File: src/rtl/rv32m_div_sequencer.sv
// Issue/control stage in front of the RV32M radix-4 divider: resolves divide-by-zero,
// signed overflow and paired DIV/REM cache hits locally, otherwise sequences the divider.
module rv32m_div_sequencer #(
  parameter int NUM_BITS = 32
) (
  input  logic                CLK,
  input  logic                RST,
  input  logic                req_valid,
  output logic                req_ready,
  input  logic [1:0]          op,
  input  logic [NUM_BITS-1:0] rs1,
  input  logic [NUM_BITS-1:0] rs2,
  input  logic                flush,
  output logic [NUM_BITS-1:0] result,
  output logic                result_valid,
  output logic                busy,
  output logic                div_start,
  output logic                div_is_signed,
  output logic [NUM_BITS-1:0] div_dividend,
  output logic [NUM_BITS-1:0] div_divisor,
  input  logic [NUM_BITS-1:0] div_quotient,
  input  logic [NUM_BITS-1:0] div_remainder,
  input  logic                div_finished
);

  typedef enum logic [1:0] {IDLE, START, WAIT, DONE} state_t;

  localparam logic [NUM_BITS-1:0] MOST_NEG = {1'b1, {(NUM_BITS-1){1'b0}}};

  state_t              state;
  logic [1:0]          op_q;
  logic [NUM_BITS-1:0] a_q;
  logic [NUM_BITS-1:0] b_q;

  logic                c_valid;
  logic                c_signed;
  logic [NUM_BITS-1:0] c_a;
  logic [NUM_BITS-1:0] c_b;
  logic [NUM_BITS-1:0] c_q;
  logic [NUM_BITS-1:0] c_r;

  logic                req_signed;
  logic                is_zero;
  logic                is_ovf;
  logic                is_hit;
  logic                is_fast;
  logic [NUM_BITS-1:0] fast_result;

  assign req_ready     = (state == IDLE);
  assign busy          = (state != IDLE);
  assign div_is_signed = ~op_q[0];
  assign div_dividend  = a_q;
  assign div_divisor   = b_q;

  // Classification uses the raw request so fast results can be registered in the accept cycle.
  assign req_signed = ~op[0];
  assign is_zero    = (rs2 == '0);
  assign is_ovf     = req_signed && (rs1 == MOST_NEG) && (rs2 == '1);
  assign is_hit     = c_valid && (rs1 == c_a) && (rs2 == c_b) && (req_signed == c_signed);
  assign is_fast    = is_zero || is_ovf || is_hit;

  always_comb begin
    fast_result = '0;
    if (is_zero)
      fast_result = op[1] ? rs1 : '1;
    else if (is_ovf)
      fast_result = op[1] ? '0 : rs1;
    else
      fast_result = op[1] ? c_r : c_q;
  end

  always_ff @(posedge CLK) begin
    if (RST) begin
      state        <= IDLE;
      op_q         <= '0;
      a_q          <= '0;
      b_q          <= '0;
      result       <= '0;
      result_valid <= 1'b0;
      div_start    <= 1'b0;
      c_valid      <= 1'b0;
      c_signed     <= 1'b0;
      c_a          <= '0;
      c_b          <= '0;
      c_q          <= '0;
      c_r          <= '0;
    end else begin
      div_start    <= 1'b0;
      result_valid <= 1'b0;
      if (flush) begin
        // Squash wins over everything, including a request arriving in IDLE.
        state <= IDLE;
      end else begin
        case (state)
          IDLE: begin
            if (req_valid) begin
              op_q <= op;
              a_q  <= rs1;
              b_q  <= rs2;
              if (is_fast) begin
                result       <= fast_result;
                result_valid <= 1'b1;
                state        <= DONE;
              end else begin
                div_start <= 1'b1;
                state     <= START;
              end
            end
          end
          // div_finished may still be high from the previous op here, so it is not looked at.
          START: state <= WAIT;
          WAIT: begin
            if (div_finished) begin
              result       <= op_q[1] ? div_remainder : div_quotient;
              result_valid <= 1'b1;
              c_valid      <= 1'b1;
              c_signed     <= ~op_q[0];
              c_a          <= a_q;
              c_b          <= b_q;
              c_q          <= div_quotient;
              c_r          <= div_remainder;
              state        <= DONE;
            end
          end
          DONE:    state <= IDLE;
          default: state <= IDLE;
        endcase
      end
    end
  end

endmodule

File: config.mk
export PLATFORM = sky130hd
export DESIGN_NAME = rv32m_div_sequencer
export DESIGN_NICKNAME = d
export VERILOG_FILES = /design/src/rtl/rv32m_div_sequencer.sv
export SDC_FILE = /design/constraint.sdc
export NUM_CORES = 1
export LEC_CHECK = 0
export ABC_AREA = 1
export CAP_MARGIN = 15
export CORE_MARGIN = 4
export CORE_UTILIZATION = 35
export CTS_CLUSTER_SIZE = 40
export DETAILED_ROUTE_END_ITERATION = 8
export PLACE_DENSITY = 0.71
export SETUP_SLACK_MARGIN = 0.1
export SYNTH_ARGS = -nofsm -noshare
export SYNTH_HDL_FRONTEND = slang
export SYNTH_SLANG_ARGS = --single-unit
File: constraint.sdc
create_clock -name CLK -period 1.7 [get_ports CLK]
set_clock_uncertainty 0.1 [all_clocks]
set_input_delay 0.34 -clock CLK [delete_from_list [all_inputs] [get_ports CLK]]
set_output_delay 0.34 -clock CLK [all_outputs]
set_load 0.01 [all_outputs]
After elaboration in Yosys (flattened, before gate mapping)
Index checks and enable logic that the tools add are counted.
Cells by class
  eq/ne operators: 11
  reductions and logical operators: 17
  muxes and demuxes: 19
  bitwise gates (word level): 5
Operators by type and width (number)
  $mux 32: 9
  $eq 32x32->1: 2
  $eq 32x32->1 const B: 2
  $pmux 32 s2: 1
  $logic_not 32->1: 1
  $pmux 2 s4: 1
  $mux 2: 3
  $reduce_and 3->1: 2
  $logic_and 1x1->1: 5
  $not 1->1: 5
  $reduce_and 5->1: 1
  $eq 2x2->1 const B: 2
  $mux 1: 4
  $ne 2x2->1 const B: 2
  $reduce_bool 2->1: 2
  $reduce_or 4->1: 1
  $eq 2x1->1 const B: 1
  $logic_not 2->1: 1
  $logic_or 1x1->1: 2
  $ne 2x1->1 const B: 1
  $pmux 1 s2: 1
  $reduce_and 2->1: 1
  $reduce_or 2->1: 1
  $eq 1x1->1: 1
Storage, ports and cells
  bits in registers: 232
  output and inout port bits: 101

Depth between registers and ports, before layout
  word-level depth: 8
  depth in mapped cells: 15

Least setup slack after synthesis
OpenSTA, ideal clock, no wires.
  path type: register -> register
  from: reg state[0]
  to: reg result[0]
  period minus slack after synthesis: 1.894 ns
  required time: 1.487 ns
  setup slack: -0.194 ns
  cell stages (with the launch flop): 11
  buffers on the path: 1
  data arrival time: 1.681 ns
  cell sequence: dfxtp_1 -> inv_1 -> ha_1 -> inv_1 -> o22ai_1 -> o21bai_1 -> nor2_1 -> nand2_4 -> buf_4 -> nor2_1 -> nor2_1
On the way
  longest elaborated chain between the ends: 3
  elaborated cells on any way between the ends: 8
  classes of those cells: eq/ne: 4; mux: 1; reduce/logical: 3
RTL lines
  start: declaration: line 30  | state_t state;
  start signal: assignment: line 74  | state <= IDLE;
  start signal: assignment: line 92  | state <= IDLE;
  start signal: assignment: line 103  | state <= DONE;
  $logic_not 2->1 *
  net req_ready: line 9  | output logic req_ready,
  $ne 2x1->1 (no line) (tied with other cells)
  $reduce_and 5->1 (no line)
  end signal: assignment: line 101  | result <= fast_result;
  end signal: assignment: line 114  | result <= op_q[1] ? div_remainder : div_quotient;
  end: declaration: line 14  | output logic [NUM_BITS-1:0] result,
Mark *: on every way through the listed nets, which the timed path passes. The rest lies on a longest branch.
A chain may end at the register's enable or synchronous reset.

Worst setup path after layout
  from: in op[0]
  to: reg result[17]
On the way
  longest elaborated chain between the ends: 8
  elaborated cells on any way between the ends: 14
  classes of those cells: eq/ne: 2; mux: 5; bitwise: 1; reduce/logical: 6
RTL lines
  start: declaration: line 10  | input logic [1:0] op,
  $not 1->1 *: line 56  | assign req_signed = ~op[0];
  $logic_and 1x1->1 (2 in series): line 58  | assign is_ovf = req_signed && (rs1 == MOST_NEG) && (rs2 == '1);
  $mux 32: line 66  | else if (is_ovf)
  $mux 32: line 64  | if (is_zero)
  $mux 32: line 100  | if (is_fast) begin
  $mux 32: line 96  | if (req_valid) begin
  $pmux 32 s2: line 94  | case (state)
Mark *: on every way between the ends. The rest lies on a longest branch, timed or not. The select of a mux whose other input is x is not followed.

==> metrics.md <==
| Metric | Value |
|---|---|
| Commonest non-fill, non-tap cell in the layout | nand2_1 |
| Seq cells post-synth | 232 |
| Multi-input logic area | 0.00625 sq mm |
| Register area | 0.00468 sq mm |
| Io pins | 236 |
| Crit path largest cell delay | 440 ps |
| Max FO, Critical Path | 6 |
| Clock root buffer | clkbuf_16 |
| Kind of critical path | in2reg |
| Post-synthesis sequential area ratio | 0.420 |
| WP data arrival | 2400 ps |
| Slew at the pin with the worst max-slew slack | 392 ps |
| Fillers | 2,539 |
| Setup crit end kind | register |
| Final setup vio count | 179 |
| Most common flop cell mapped by yosys | dfxtp_1 |
| Violated checks | setup timing |
| Min Tclk post-route | 2020 ps |
| Initial Util | 0.358 |
| Layout cells sized above 1 | 0.315 |
| Slew HR | 0.739 |
| Fin. max-slew vios | 0 |
| Power Density | 739 mW/mm^2 |
| Nets | 2,247 |
| Final WL | 46,400 um |
| Hold WS | 48.3 ps |
| Pre-antenna DRT Iters | 6 |
| Residual DRC | 0 |
| PortBufs | 235 |
| Total Routing Usage GR | 0.215 |
| RSZ-0062 raised after global routing | yes |
| Maximum root-to-sink buffer count | 3 |
| Synth Instances | 1,692 |
| EDFF count, synth | 0 |
| Status | finished with violations |
| Setup ws final | -323 ps |
| CTS H-tree lvls | 1 |
| Vias in the first global route | 11.6k |
| Hold Buf Count CTS | 0 |
| CP Launch Type | primary input |
| Max-cap viol count | 0 |
| Cell-by-cell trace of the critical path | clkdlybuf4s50_1, inv_1, nand4_1, nor2_2, buf_4, nand3b_1, nor2_4, nor2_4, nand3_4, nand2_8, clkbuf_16, nand2_1, nand2_1, nor2_1 |
| Via count | 13.1k |
| HPWL after DPL | 27,000 um |
| CTS tree | built |
| # rows | 64 |
| Buf+Inv Stages, Crit Path | 4 |
| DIE HEIGHT | 186 um |
| FFs w/ async S/R, synth | 0 |
| Post-Synthesis Cell Area | 0.0111 sq mm |
| Hold Path Class | in2reg |
| Via density | 5.20 |
| First-pass GRT wire length | 60,200 um |
| Mapped Avg Cell Area | 6.54 sq um |
| Most frequent cells in the layout | 370 x nand2_1, 202 x dfxtp_1, 181 x inv_1 |
| Req. time, crit path | 2080 ps |
| Clock-pin slew on the worst setup and hold paths | 60 ps |
| Die area | 0.0345 sq mm |
| Leakage | 0.00934 uW |
| CTS Buf Count | 27 |
| DR iter-0 viols | 1,054 |
| Setup TNS | -24,290 ps |
| Routed len/inst | 18.4 um |
| Clk_lat worst skew | 540 ps |
| Worst vdd ir | 0.752 mV |
| Die width | 186 um |
| Placer Congestion | 0.878 |
| Antenna violation net count after detailed routing | 0 |
| Mapped Nets | 1,829 |
| Initial antenna violation count | 11 |
| TritonCTS Sinks | 232 |
| Dpl ws | -938 ps |
| CP top delay family | simple AND/OR/NAND/NOR gates |
| Final period util | 1.19 |
| Post-synth cell types | 26 |
| Critical-path top delay cell | clkdlybuf4s50_1 |
| Largest net degree at the start of global routing | 45 |
| Synth Warn # | 0 |
| Final Hold Viols | 0 |
| Fmax | 0.494 GHz |
| Total core area | 0.0309 sq mm |
| Area Growth Syn to Fin | 72.0% |
| Total gr overflow | 0 |
==> power by group <==
part	leakage [uW]	switching (uW)	internal [uW]	total [uW]
clock network	0.000437	2350	3670	6020
registers	0.00190	159	5610	5770
logic	0.00701	1130	1150	2270
==> cells by family after synthesis <==
kind of cell	share of synthesized area
buf+inv	0.115
compound gates	0.209
xor+xnor	0.00870
simple gates	0.246
flops	0.420
fa+ha+maj	0.00226
==> sequential cells by signal (all words and copies together) (netlist names), 2 cells and up <==
signal and cells:
state 2, div_divisor 32, op_q 2, result 32, c_a 32, c_r 32
c_q 32, c_b 32, div_dividend 32
==> routing by layer <==
layer,vias to the layer above,share of wire,global-route usage
li1,6284,-,-
met1,6189,0.41,0.281
met2,554,0.48,0.352
met3,104,0.085,0.0598
met4,10,0.029,0.0539
met5,-,0.0012,0
==> what timing repair did <==
item	in CTS	in global routing
gates resized for setup	220	496
gates cloned	4	47
pin swaps	5	67
endpoints found under the hold margin	0	0
endpoints found under the setup margin	280	310
buffers inserted	8	38
==> worst register-to-register path: stages (launching register included) <==
cell and delay, ps:
dfxtp_1 320, xnor2_1 160, nand3_1 120, nor2_1 160, nand2_1 100, nor2_2 190
nand3_4 120, nand3_4 150, nand2_8 130, clkbuf_16 210, nand2_1 60, nand2_1 60
nor2_1 90
==> cells in the mapped netlist (all sizes together) (11+ instances only) <==
cell | n | area share
xnor2 | 11 | 0.0087
nor2 | 167 | 0.057
nand2 | 406 | 0.14
dfxtp | 232 | 0.42
nand4 | 18 | 0.010
a21oi | 179 | 0.081
o211ai | 32 | 0.022
nand3 | 75 | 0.034
inv | 218 | 0.074
o21ai | 232 | 0.10
buf | 28 | 0.014
clkbuf | 79 | 0.027
==> final timing paths <==
kind | start | endpoint | slack [ps] | cells past startpoint
worst min-delay path | rs2[30] | div_divisor[30] | 50 | 3
worst max register to register | c_b[21] | result[17] | -320 | 12
worst max-delay path | op[0] | result[17] | -320 | 14
worst min register to register | c_q[19] | c_q[19] | 340 | 2
==> through the flow <==
| stage | cells | utilization | cell area [sq um] | total power (uW) |
|---|---|---|---|---|
| 3_3_place_gp | 2380 | 0.490 | 15100 | 7650 |
| 2_1_floorplan | 1692 | - | 11300 | 6540 |
| 3_5_place_dp | 2380 | 0.490 | 15100 | 7670 |
| 5_1_grt | 2527 | 0.616 | 19000 | 14500 |
| 4_1_cts | 2437 | 0.529 | 16400 | 13600 |
| 6_report | 2528 | 0.616 | 19000 | 14100 |
==> layout make-up <==
type	count	area share
clock buffers	37	0.0396
repair buffers	493	0.306
clock inverters	8	0.00749
diodes	6	0.000789
repair inverters	2	0.000920
inverters	218	0.0449
flip-flops and latches	232	0.246
multi-input cells	1136	0.328
well taps	396	0.0260
(Power assumes the default switching activity.)
